`src/rtl/cic_decimator.sv`:
```
// -----------------------------------------------------------------------------
// cic_decimator
//
// CIC decimation filter. It turns a 1-bit sigma-delta stream into signed PCM
// words. The input bit maps to +1 or -1. ORDER integrators run at the input
// rate and advance only on qualified samples. ORDER combs run once per RATIO
// accepted samples. The comb result is arithmetically shifted right by SHIFT
// and then saturated to OUT_W bits.
//
// Outputs are suppressed while the filter fills. The first ORDER decimated
// results after reset still update dout, but they raise no strobe.
//
// Ports
//   clk        : system clock
//   rst        : synchronous reset, active-high; clears every register
//   stream_in  : sigma-delta bit, 1 -> +1, 0 -> -1
//   in_valid   : stream_in is consumed only on cycles where this is 1
//   dout       : signed decimated sample, held between updates
//   dout_valid : one-cycle strobe marking a new, settled dout
// -----------------------------------------------------------------------------
module cic_decimator #(
   parameter int ORDER = 3,
   parameter int RATIO = 16,
   parameter int OUT_W = 16,
   parameter int SHIFT = 0,
   parameter int ACC_W = ORDER * $clog2(RATIO) + 2
) (
   input  logic                    clk,
   input  logic                    rst,
   input  logic                    stream_in,
   input  logic                    in_valid,
   output logic signed [OUT_W-1:0] dout,
   output logic                    dout_valid
);

   localparam int CNT_W  = $clog2(RATIO);
   localparam int WU_W   = $clog2(ORDER + 1);
   // Working width for saturation. It is wide enough that the range check
   // below never needs a negative-width slice, whatever ACC_W vs OUT_W is.
   localparam int WIDE_W = ((ACC_W > OUT_W) ? ACC_W : OUT_W) + 1;

   localparam logic [CNT_W-1:0] CNT_LAST = CNT_W'(RATIO - 1);
   localparam logic [WU_W-1:0]  WU_FULL  = WU_W'(ORDER);

   localparam logic signed [OUT_W-1:0] OUT_MAX = {1'b0, {(OUT_W-1){1'b1}}};
   localparam logic signed [OUT_W-1:0] OUT_MIN = {1'b1, {(OUT_W-1){1'b0}}};

   // Clip a signed ACC_W value into OUT_W bits. The value fits when every
   // bit from OUT_W-1 upward equals the sign. Otherwise it clamps to the
   // rail on the side given by the sign.
   function automatic logic signed [OUT_W-1:0] saturate(
      input logic signed [ACC_W-1:0] v
   );
      logic signed [WIDE_W-1:0] w;
      logic [WIDE_W-OUT_W:0]    hi;
      w  = {{(WIDE_W-ACC_W){v[ACC_W-1]}}, v};
      hi = w[WIDE_W-1:OUT_W-1];
      if ((&hi) || !(|hi)) begin
         saturate = w[OUT_W-1:0];
      end else if (w[WIDE_W-1]) begin
         saturate = OUT_MIN;
      end else begin
         saturate = OUT_MAX;
      end
   endfunction

   logic signed [ACC_W-1:0] integ_r   [ORDER];
   logic signed [ACC_W-1:0] comb_d_r  [ORDER];
   logic signed [ACC_W-1:0] comb_in_s [ORDER];
   logic signed [ACC_W-1:0] comb_out_s;
   logic signed [ACC_W-1:0] shifted_s;
   logic signed [ACC_W-1:0] x_s;
   logic [CNT_W-1:0]        cnt_r;
   logic [WU_W-1:0]         wu_r;
   logic                    tick_s;

   // Map the modulator bit onto +1 / -1 at accumulator width.
   always_comb begin
      if (stream_in) begin
         x_s = {{(ACC_W-1){1'b0}}, 1'b1};
      end else begin
         x_s = {ACC_W{1'b1}};
      end
   end

   // A decimation tick occurs on the last accepted sample of a frame.
   assign tick_s = in_valid && (cnt_r == CNT_LAST);

   // Integrator cascade. Each stage adds the pre-update value of the stage
   // before it, which gives one register delay per stage. Wrap is intended.
   always_ff @(posedge clk) begin
      if (rst) begin
         for (int k = 0; k < ORDER; k++) begin
            integ_r[k] <= '0;
         end
      end else if (in_valid) begin
         integ_r[0] <= integ_r[0] + x_s;
         for (int k = 1; k < ORDER; k++) begin
            integ_r[k] <= integ_r[k] + integ_r[k-1];
         end
      end
   end

   // Phase counter over accepted samples. It holds on unqualified cycles.
   always_ff @(posedge clk) begin
      if (rst) begin
         cnt_r <= '0;
      end else if (in_valid) begin
         if (cnt_r == CNT_LAST) begin
            cnt_r <= '0;
         end else begin
            cnt_r <= cnt_r + CNT_W'(1);
         end
      end
   end

   // Comb chain: a combinational ripple of differences fed by the last
   // integrator. comb_in_s[k] is the input of stage k, and it becomes that
   // stage's delay value on a tick.
   always_comb begin
      logic signed [ACC_W-1:0] c;
      c = integ_r[ORDER-1];
      for (int k = 0; k < ORDER; k++) begin
         comb_in_s[k] = c;
         c            = c - comb_d_r[k];
      end
      comb_out_s = c;
   end

   assign shifted_s = comb_out_s >>> SHIFT;

   // Comb delay registers advance only on ticks.
   always_ff @(posedge clk) begin
      if (rst) begin
         for (int k = 0; k < ORDER; k++) begin
            comb_d_r[k] <= '0;
         end
      end else if (tick_s) begin
         for (int k = 0; k < ORDER; k++) begin
            comb_d_r[k] <= comb_in_s[k];
         end
      end
   end

   // Warm-up counter. It counts ticks until the comb delays hold real history.
   always_ff @(posedge clk) begin
      if (rst) begin
         wu_r <= '0;
      end else if (tick_s && (wu_r != WU_FULL)) begin
         wu_r <= wu_r + WU_W'(1);
      end
   end

   // Output register. dout updates on every tick. The strobe is raised only
   // once the warm-up count had already completed before this tick.
   always_ff @(posedge clk) begin
      if (rst) begin
         dout       <= '0;
         dout_valid <= 1'b0;
      end else if (tick_s) begin
         dout       <= saturate(shifted_s);
         dout_valid <= (wu_r == WU_FULL);
      end else begin
         dout_valid <= 1'b0;
      end
   end

endmodule
```
`config.mk`:
```
export PLATFORM = sky130hd
export DESIGN_NAME = cic_decimator
export DESIGN_NICKNAME = d
export VERILOG_FILES = /design/src/rtl/cic_decimator.sv
export SDC_FILE = /design/constraint.sdc
export NUM_CORES = 1
export LEC_CHECK = 0
export CAP_MARGIN = 30
export CORE_MARGIN = 5
export CORE_UTILIZATION = 65
export DETAILED_ROUTE_END_ITERATION = 8
export GPL_ROUTABILITY_DRIVEN = 0
export MAX_ROUTING_LAYER = met4
export PLACE_DENSITY = 0.82
export SYNTH_ARGS = -nofsm -noshare
export SYNTH_HDL_FRONTEND = slang
export SYNTH_SLANG_ARGS = --single-unit
```
`constraint.sdc`:
```
create_clock -name clk -period 13 [get_ports clk]
set_input_delay 1.95 -clock clk [delete_from_list [all_inputs] [get_ports clk]]
set_output_delay 1.95 -clock clk [all_outputs]
set_load 0.005 [all_outputs]
```
Word-level counts from Yosys, hierarchy flattened. Memories as Yosys holds them, arrays and structs flattened. Cells that the tools add are included.

Bits of input ports: 4. Output and inout bits: 17. RAM bits: 84. Memories kept: 2. Register bits: 21. Logic and storage cells: 43.

Memory list: comb_d_r (depth 3, width 14, rd ports 3, clocked after Yosys merged registers in 0, wr ports 3, line 68) `logic signed [ACC_W-1:0] comb_d_r [ORDER];`; integ_r (depth 3, width 14, rd ports 3, clocked after Yosys merged registers in 0, wr ports 3, line 67) `logic signed [ACC_W-1:0] integ_r [ORDER];`.

Mux-type cells: 16. Bitwise gates (word level): 7. Add/subtract/negate cells: 8. Equality and inequality tests: 3. Reductions and logical operators: 3.

Operators by type and width (number): 14-bit two-way mux (7); 14-bit adder (3); 14-bit subtractor (3); 1-bit two-way mux (8); 1-bit bitwise OR (6); 4-bit by 1-bit adder with 4-bit output, second input constant (1); 4-bit == test, second input constant (1); 4-bit two-way mux (1); 2-bit by 1-bit adder with 2-bit output, second input constant (1); 2-bit == test, second input constant (1); 1-bit logical AND (2); 2-bit inequality test, second input constant (1); 2-bit OR reduction (1); 1-bit inverter (1).

Depth between registers and ports, before layout.
Depth in word-level cells: 6. Gate-level depth with buffers: 26. Mapped depth without buffers: 26.

Worst setup path before layout. Ideal clock, no wire load.

Kind: reg2reg. From: memory integ_r[0][28] in the netlist's numbering. To: register, netlist name dout[13]. Period minus slack after synthesis: 4605 ps. Arrival time: 4536 ps. Slack: 8395 ps. Path buffers: 0. Data required time: 12931 ps. Setup time: 69 ps. Cell stages (with the launch flop): 25. Cells stage by stage: edfxtp_1 > inv_1 > ha_1 > inv_1 > fa_1 > a21o_1 > a21oi_1 > o21bai_1 > a31oi_1 > inv_1 > a21oi_1 > xnor2_1 > ha_1 > a21oi_1 > o21ai_0 > nand2b_1 > xor2_1 > ha_1 > or2_1 > a21oi_1 > nor2b_1 > and4b_1 > a311o_1 > xor2_1 > o21ai_1.

RTL lines (line): start: declaration (67).

==> flow_summary.html <==
<table>
<tr><th>Metric</th><th>Value</th></tr>
<tr><th colspan="2">Outcome</th></tr>
<tr><td>Status</td><td>finished, final reports clean</td></tr>
<tr><th colspan="2">Pwr</th></tr>
<tr><td>Proportion of power drawn by combinational gates</td><td>46.2%</td></tr>
<tr><td>Clock power share</td><td>18.2%</td></tr>
<tr><td>Int Pwr</td><td>0.7005 mW</td></tr>
<tr><td>Fraction of power consumed by sequential logic</td><td>35.6%</td></tr>
<tr><td>Total leakage power</td><td>3.282 nW</td></tr>
<tr><td>IR drop worst, VDD</td><td>0.1007 mV</td></tr>
<tr><td>Overall Power</td><td>1.125 mW</td></tr>
<tr><td>Pwr per Cell Area</td><td>145.2 nW/um^2</td></tr>
<tr><td>Switching share of power</td><td>37.74%</td></tr>
<tr><td>Switch Pwr</td><td>0.4246 mW</td></tr>
<tr><th colspan="2">Logic synthesis</th></tr>
<tr><td>Post-synthesis average cell area</td><td>9.584 um^2</td></tr>
<tr><td>Area share of fa/ha/maj cells after synthesis</td><td>15.42%</td></tr>
<tr><td>Area fraction in and, or, nand and nor cells after synthesis</td><td>15.75%</td></tr>
<tr><td>Cells after synthesis</td><td>750</td></tr>
<tr><td>Synth warnings</td><td>0</td></tr>
<tr><td>Cell type with the highest aggregate area in the netlist</td><td>edfxtp_1</td></tr>
<tr><td>Number of flops mapped to enable cells by yosys</td><td>84</td></tr>
<tr><td>Post-synth top area share</td><td>35.09%</td></tr>
<tr><td>Async S/R FF share, synth</td><td>0%</td></tr>
<tr><td>Post-synthesis sequential element count</td><td>105</td></tr>
<tr><td>Post-synthesis net count</td><td>839</td></tr>
<tr><td>Post-synthesis compound-gate area fraction</td><td>15.89%</td></tr>
<tr><td>Combinational family with the most area after synthesis</td><td>compound AO/OA/AOI/OAI gates</td></tr>
<tr><td>Top cells by area in the synthesized netlist</td><td>edfxtp_1 (35%), ha_1 (14%), dfxtp_1 (5.8%), xnor2_1 (4.1%), nor2_1 (4.0%)</td></tr>
<tr><td>XOR/XNOR Fraction of Synth Area</td><td>6.945%</td></tr>
<tr><td>Count of cell types in the netlist</td><td>50</td></tr>
<tr><td>Synthesized cell area</td><td>7188 um^2</td></tr>
<tr><td>Mux contribution to synthesized area</td><td>0.5570%</td></tr>
<tr><td>Top_reg_cell synth</td><td>edfxtp_1</td></tr>
<tr><td>Sequential element share of the synthesized area</td><td>40.94%</td></tr>
<tr><th colspan="2">Route</th></tr>
<tr><td>TritonRoute pass-1 iters</td><td>5</td></tr>
<tr><td>Antenna-violating nets left</td><td>0</td></tr>
<tr><td>Drt first-iter violations</td><td>320</td></tr>
<tr><td>WL per Instance</td><td>14.97 um</td></tr>
<tr><td>Detail-routed via count per cell</td><td>5.877</td></tr>
<tr><td>Total via count in the routed design</td><td>5,389</td></tr>
<tr><td>Wirelength, routed</td><td>13.73 mm</td></tr>
<tr><td>DRC Markers</td><td>0</td></tr>
<tr><th colspan="2">Timing</th></tr>
<tr><td>Clock tree skew after final layout</td><td>12.46 ps</td></tr>
<tr><td>Sum Neg Setup Slack</td><td>0 ps</td></tr>
<tr><td>Final Hold Fails</td><td>0</td></tr>
<tr><td>Period utilization</td><td>40.20%</td></tr>
<tr><td>Unrepaired setup endpoints after global routing</td><td>false</td></tr>
<tr><td>Upper clock frequency limit</td><td>0.1914 GHz</td></tr>
<tr><td>Minimum hold slack</td><td>461.8 ps</td></tr>
<tr><td>Final critical path time including I/O delays and setup</td><td>5226 ps</td></tr>
<tr><td>Worst setup margin</td><td>7774 ps</td></tr>
<tr><td>Count of final setup violators</td><td>0</td></tr>
<tr><td>Slew at the pin closest to its max-slew limit</td><td>790.3 ps</td></tr>
<tr><td>Remaining max-slew budget at the tightest pin</td><td>47.15%</td></tr>
<tr><td>Total count of max-transition violations in the final report</td><td>0</td></tr>
<tr><th colspan="2">Critical path</th></tr>
<tr><td>Critical Path Sink Type</td><td>flip-flop</td></tr>
<tr><td>Required @ worst endpoint</td><td>13,270 ps</td></tr>
<tr><td>Crit path launch type</td><td>flip-flop</td></tr>
<tr><td>Path type of the worst setup path</td><td>flip-flop to flip-flop</td></tr>
<tr><td>Top fanout value on the critical path</td><td>3</td></tr>
<tr><td>Worst r2r src</td><td>integ_r[0][28]$_SDFFCE_PN0P_</td></tr>
<tr><td>Signal arrival time at the worst endpoint</td><td>5500 ps</td></tr>
<tr><td>Launch point of the critical path</td><td>integ_r[0][28]$_SDFFCE_PN0P_</td></tr>
<tr><th colspan="2">Global route</th></tr>
<tr><td>Total global routing overflow</td><td>0</td></tr>
<tr><td>Maximum number of pins on one net before global-route repair</td><td>44</td></tr>
<tr><td>Vias in the first global route</td><td>5,766</td></tr>
<tr><td>Global-route wire length before repair</td><td>24.36 mm</td></tr>
<tr><td>Antenna violations before repair</td><td>0</td></tr>
<tr><td>Combined global-route utilization of all metal layers</td><td>23.32%</td></tr>
<tr><th colspan="2">Die</th></tr>
<tr><td>Height of the die</td><td>115.2 um</td></tr>
<tr><td>Cell row count</td><td>38</td></tr>
<tr><td>Die Outline Area</td><td>13,260 um^2</td></tr>
<tr><td>Area of the placeable core</td><td>10,840 um^2</td></tr>
<tr><td>Initial Utilization</td><td>66.31%</td></tr>
<tr><td>Overall die width</td><td>115.2 um</td></tr>
<tr><td>I/O pin total</td><td>21</td></tr>
<tr><th colspan="2">Placement</th></tr>
<tr><td>Placed wire-length estimate after detailed placement</td><td>10.44 mm</td></tr>
<tr><td>Cell area after placement</td><td>7533 um^2</td></tr>
<tr><td>Worst slack after detailed placement</td><td>7860 ps</td></tr>
<tr><td>Count of buffers inserted at the top-level ports</td><td>20</td></tr>
<tr><td>Placed Cells</td><td>900</td></tr>
<tr><th colspan="2">Clock network</th></tr>
<tr><td>Resized Gates After CTS</td><td>0</td></tr>
<tr><td>Clock latency reported for the late side of the worst-skew pair</td><td>380 ps</td></tr>
<tr><td>Number of H-tree levels</td><td>3</td></tr>
<tr><td>Clk slew on worst S/H paths</td><td>100 ps</td></tr>
<tr><td>Count of buffers added by post-CTS timing repair for setup</td><td>0</td></tr>
<tr><td>Number of CTS-inserted buffers</td><td>9</td></tr>
<tr><td>Number of buffers on the longest clock path</td><td>2</td></tr>
<tr><td>Post-CTS Hold Buffers</td><td>0</td></tr>
<tr><td>Number of clock sinks</td><td>105</td></tr>
<tr><td>Clock tree from TritonCTS</td><td>done</td></tr>
<tr><td>Root Driver</td><td>clkbuf_8</td></tr>
<tr><th colspan="2">Final layout</th></tr>
<tr><td>Antenna fix cells</td><td>0</td></tr>
<tr><td>Seq. cell area</td><td>2943 um^2</td></tr>
<tr><td>Non-filler cells in the finished layout</td><td>917</td></tr>
<tr><td>Fill cells</td><td>815</td></tr>
<tr><td>Core Util, Final</td><td>71.48%</td></tr>
<tr><td>Layout cell share with drive strength beyond 1</td><td>3.990%</td></tr>
<tr><td>Design area</td><td>7749 um^2</td></tr>
<tr><td>Layout overhead on the synthesized area</td><td>7.798%</td></tr>
<tr><td>Combined area of the multi-input logic cells</td><td>3923 um^2</td></tr>
<tr><td>Layout net count</td><td>861</td></tr>
<tr><th colspan="2">Job</th></tr>
<tr><td>MaxCap Viol Count</td><td>0</td></tr>
<tr><th colspan="2">Hold path</th></tr>
<tr><td>Tightest Hold Check Type</td><td>flip-flop to flip-flop</td></tr>
<tr><td>Critical hold path startpoint</td><td>dout[9]$_SDFFE_PP0P_</td></tr>
</table>
==> final timing paths <==
check,to,cells past startpoint,slack (ps)
setup / recovery,dout[13]$_SDFFE_PP0P_,24,7770
hold / removal,dout[9]$_SDFFE_PP0P_,2,460
setup reg to reg,dout[13]$_SDFFE_PP0P_,24,7770
hold reg to reg,dout[9]$_SDFFE_PP0P_,2,460
==> cells in the final DEF, fill, tap and decap left out, types with 7 or more instances in the layout <==
cell type,netlist,routed
nand4_1,7,7
o21a_1,13,13
nand2b_1,8,8
a21oi_1,57,57
a21o_1,18,18
clkdlybuf4s50_1,0,20
and2_1,40,40
nor2b_1,10,10
a31oi_1,11,11
o21bai_1,9,9
nor2_1,77,77
clkbuf_8,0,9
inv_1,70,70
nand2_1,54,54
edfxtp_1,84,84
a211oi_1,9,9
nor3_1,16,16
xnor2_1,34,34
ha_1,79,79
o21ai_0,31,31
dfxtp_1,21,21
xor2_1,23,23
==> registers in the layout, indices dropped and copies added, names as in the netlist <==
register	cells
comb_d_r	42
integ_r	42
dout	14
cnt_r	4
wu_r	2
dout_valid	1
==> metal layers <==
| metal | share of wire, % | vias to the layer above | GRT usage [%] |
|---|---|---|---|
| met4 | 2.0 | 0 | 8.842 |
| met5 | 0 | - | - |
| li1 | - | 2685 | - |
| met1 | 40 | 2551 | 23.89 |
| met3 | 4.2 | 29 | 5.316 |
| met2 | 53 | 124 | 43.02 |
==> critical path: stages, from the launching register on <==
cell and delay (ps):
edfxtp_1 410, inv_1 90, ha_1 140, inv_1 60, fa_1 430, a21o_1 200
a21oi_1 270, o21bai_1 130, a31oi_1 280, inv_1 70, a21oi_1 180, xnor2_1 160
ha_1 300, a21oi_1 240, o21ai_0 160, nand2b_1 200, xor2_1 160, ha_1 300
or2_1 240, a21oi_1 200, nor2b_1 110, and4b_1 210, a311o_1 330, xor2_1 180
o21ai_1 70
==> cell families (layout without fill, tap and decap cells) <==
group | after synthesis | count (layout)
and+or+nand+nor | 236 | 236
AOI/OAI and AO/OA | 179 | 179
DFF | 105 | 105
adders and majority gates | 85 | 85
buffers and inverters | 84 | 111
xor gates and xnor gates | 57 | 57
muxes | 4 | 4
==> power by group through the flow <==
| stage | clock [mW] | combinational, mW | sequential (mW) |
|---|---|---|---|
| after detailed placement | 0 | 0.513 | 0.408 |
| after floorplan | 0 | 0.417 | 0.403 |
| final | 0.205 | 0.520 | 0.400 |
| after global placement | 0 | 0.482 | 0.407 |
| after global routing | 0.226 | 0.586 | 0.403 |
| after CTS | 0.211 | 0.516 | 0.401 |
==> area by class of cell <==
cell class,count,share of cell area [%]
sequential,105,37.98
clock buffer,10,1.647
multi-input combinational,561,50.62
inverter,70,3.391
tap,140,2.261
timing repair buffer,25,3.229
clock inverter,6,0.8720
==> synth_stat cells, drive strengths merged, types with 2 or more instances <==
library cell / n
nor3b: 5
o211ai: 5
and2: 40
edfxtp: 84
nand2b: 8
a211o: 2
or2: 6
nand3: 6
a21boi: 4
a21oi: 57
xor2: 23
a2111oi: 3
a211oi: 9
o31a: 2
a31o: 3
a41oi: 2
fa: 6
o21bai: 9
o21a: 13
or3: 3
xnor2: 34
ha: 79
a31oi: 11
nor3: 16
and3: 2
inv: 70
nor2: 77
a21o: 18
clkbuf: 9
mux2i: 4
nand2: 54
nor2b: 10
o21ai: 35
buf: 5
dfxtp: 21
nand4: 7
Power figures use the tool's default switching activity.
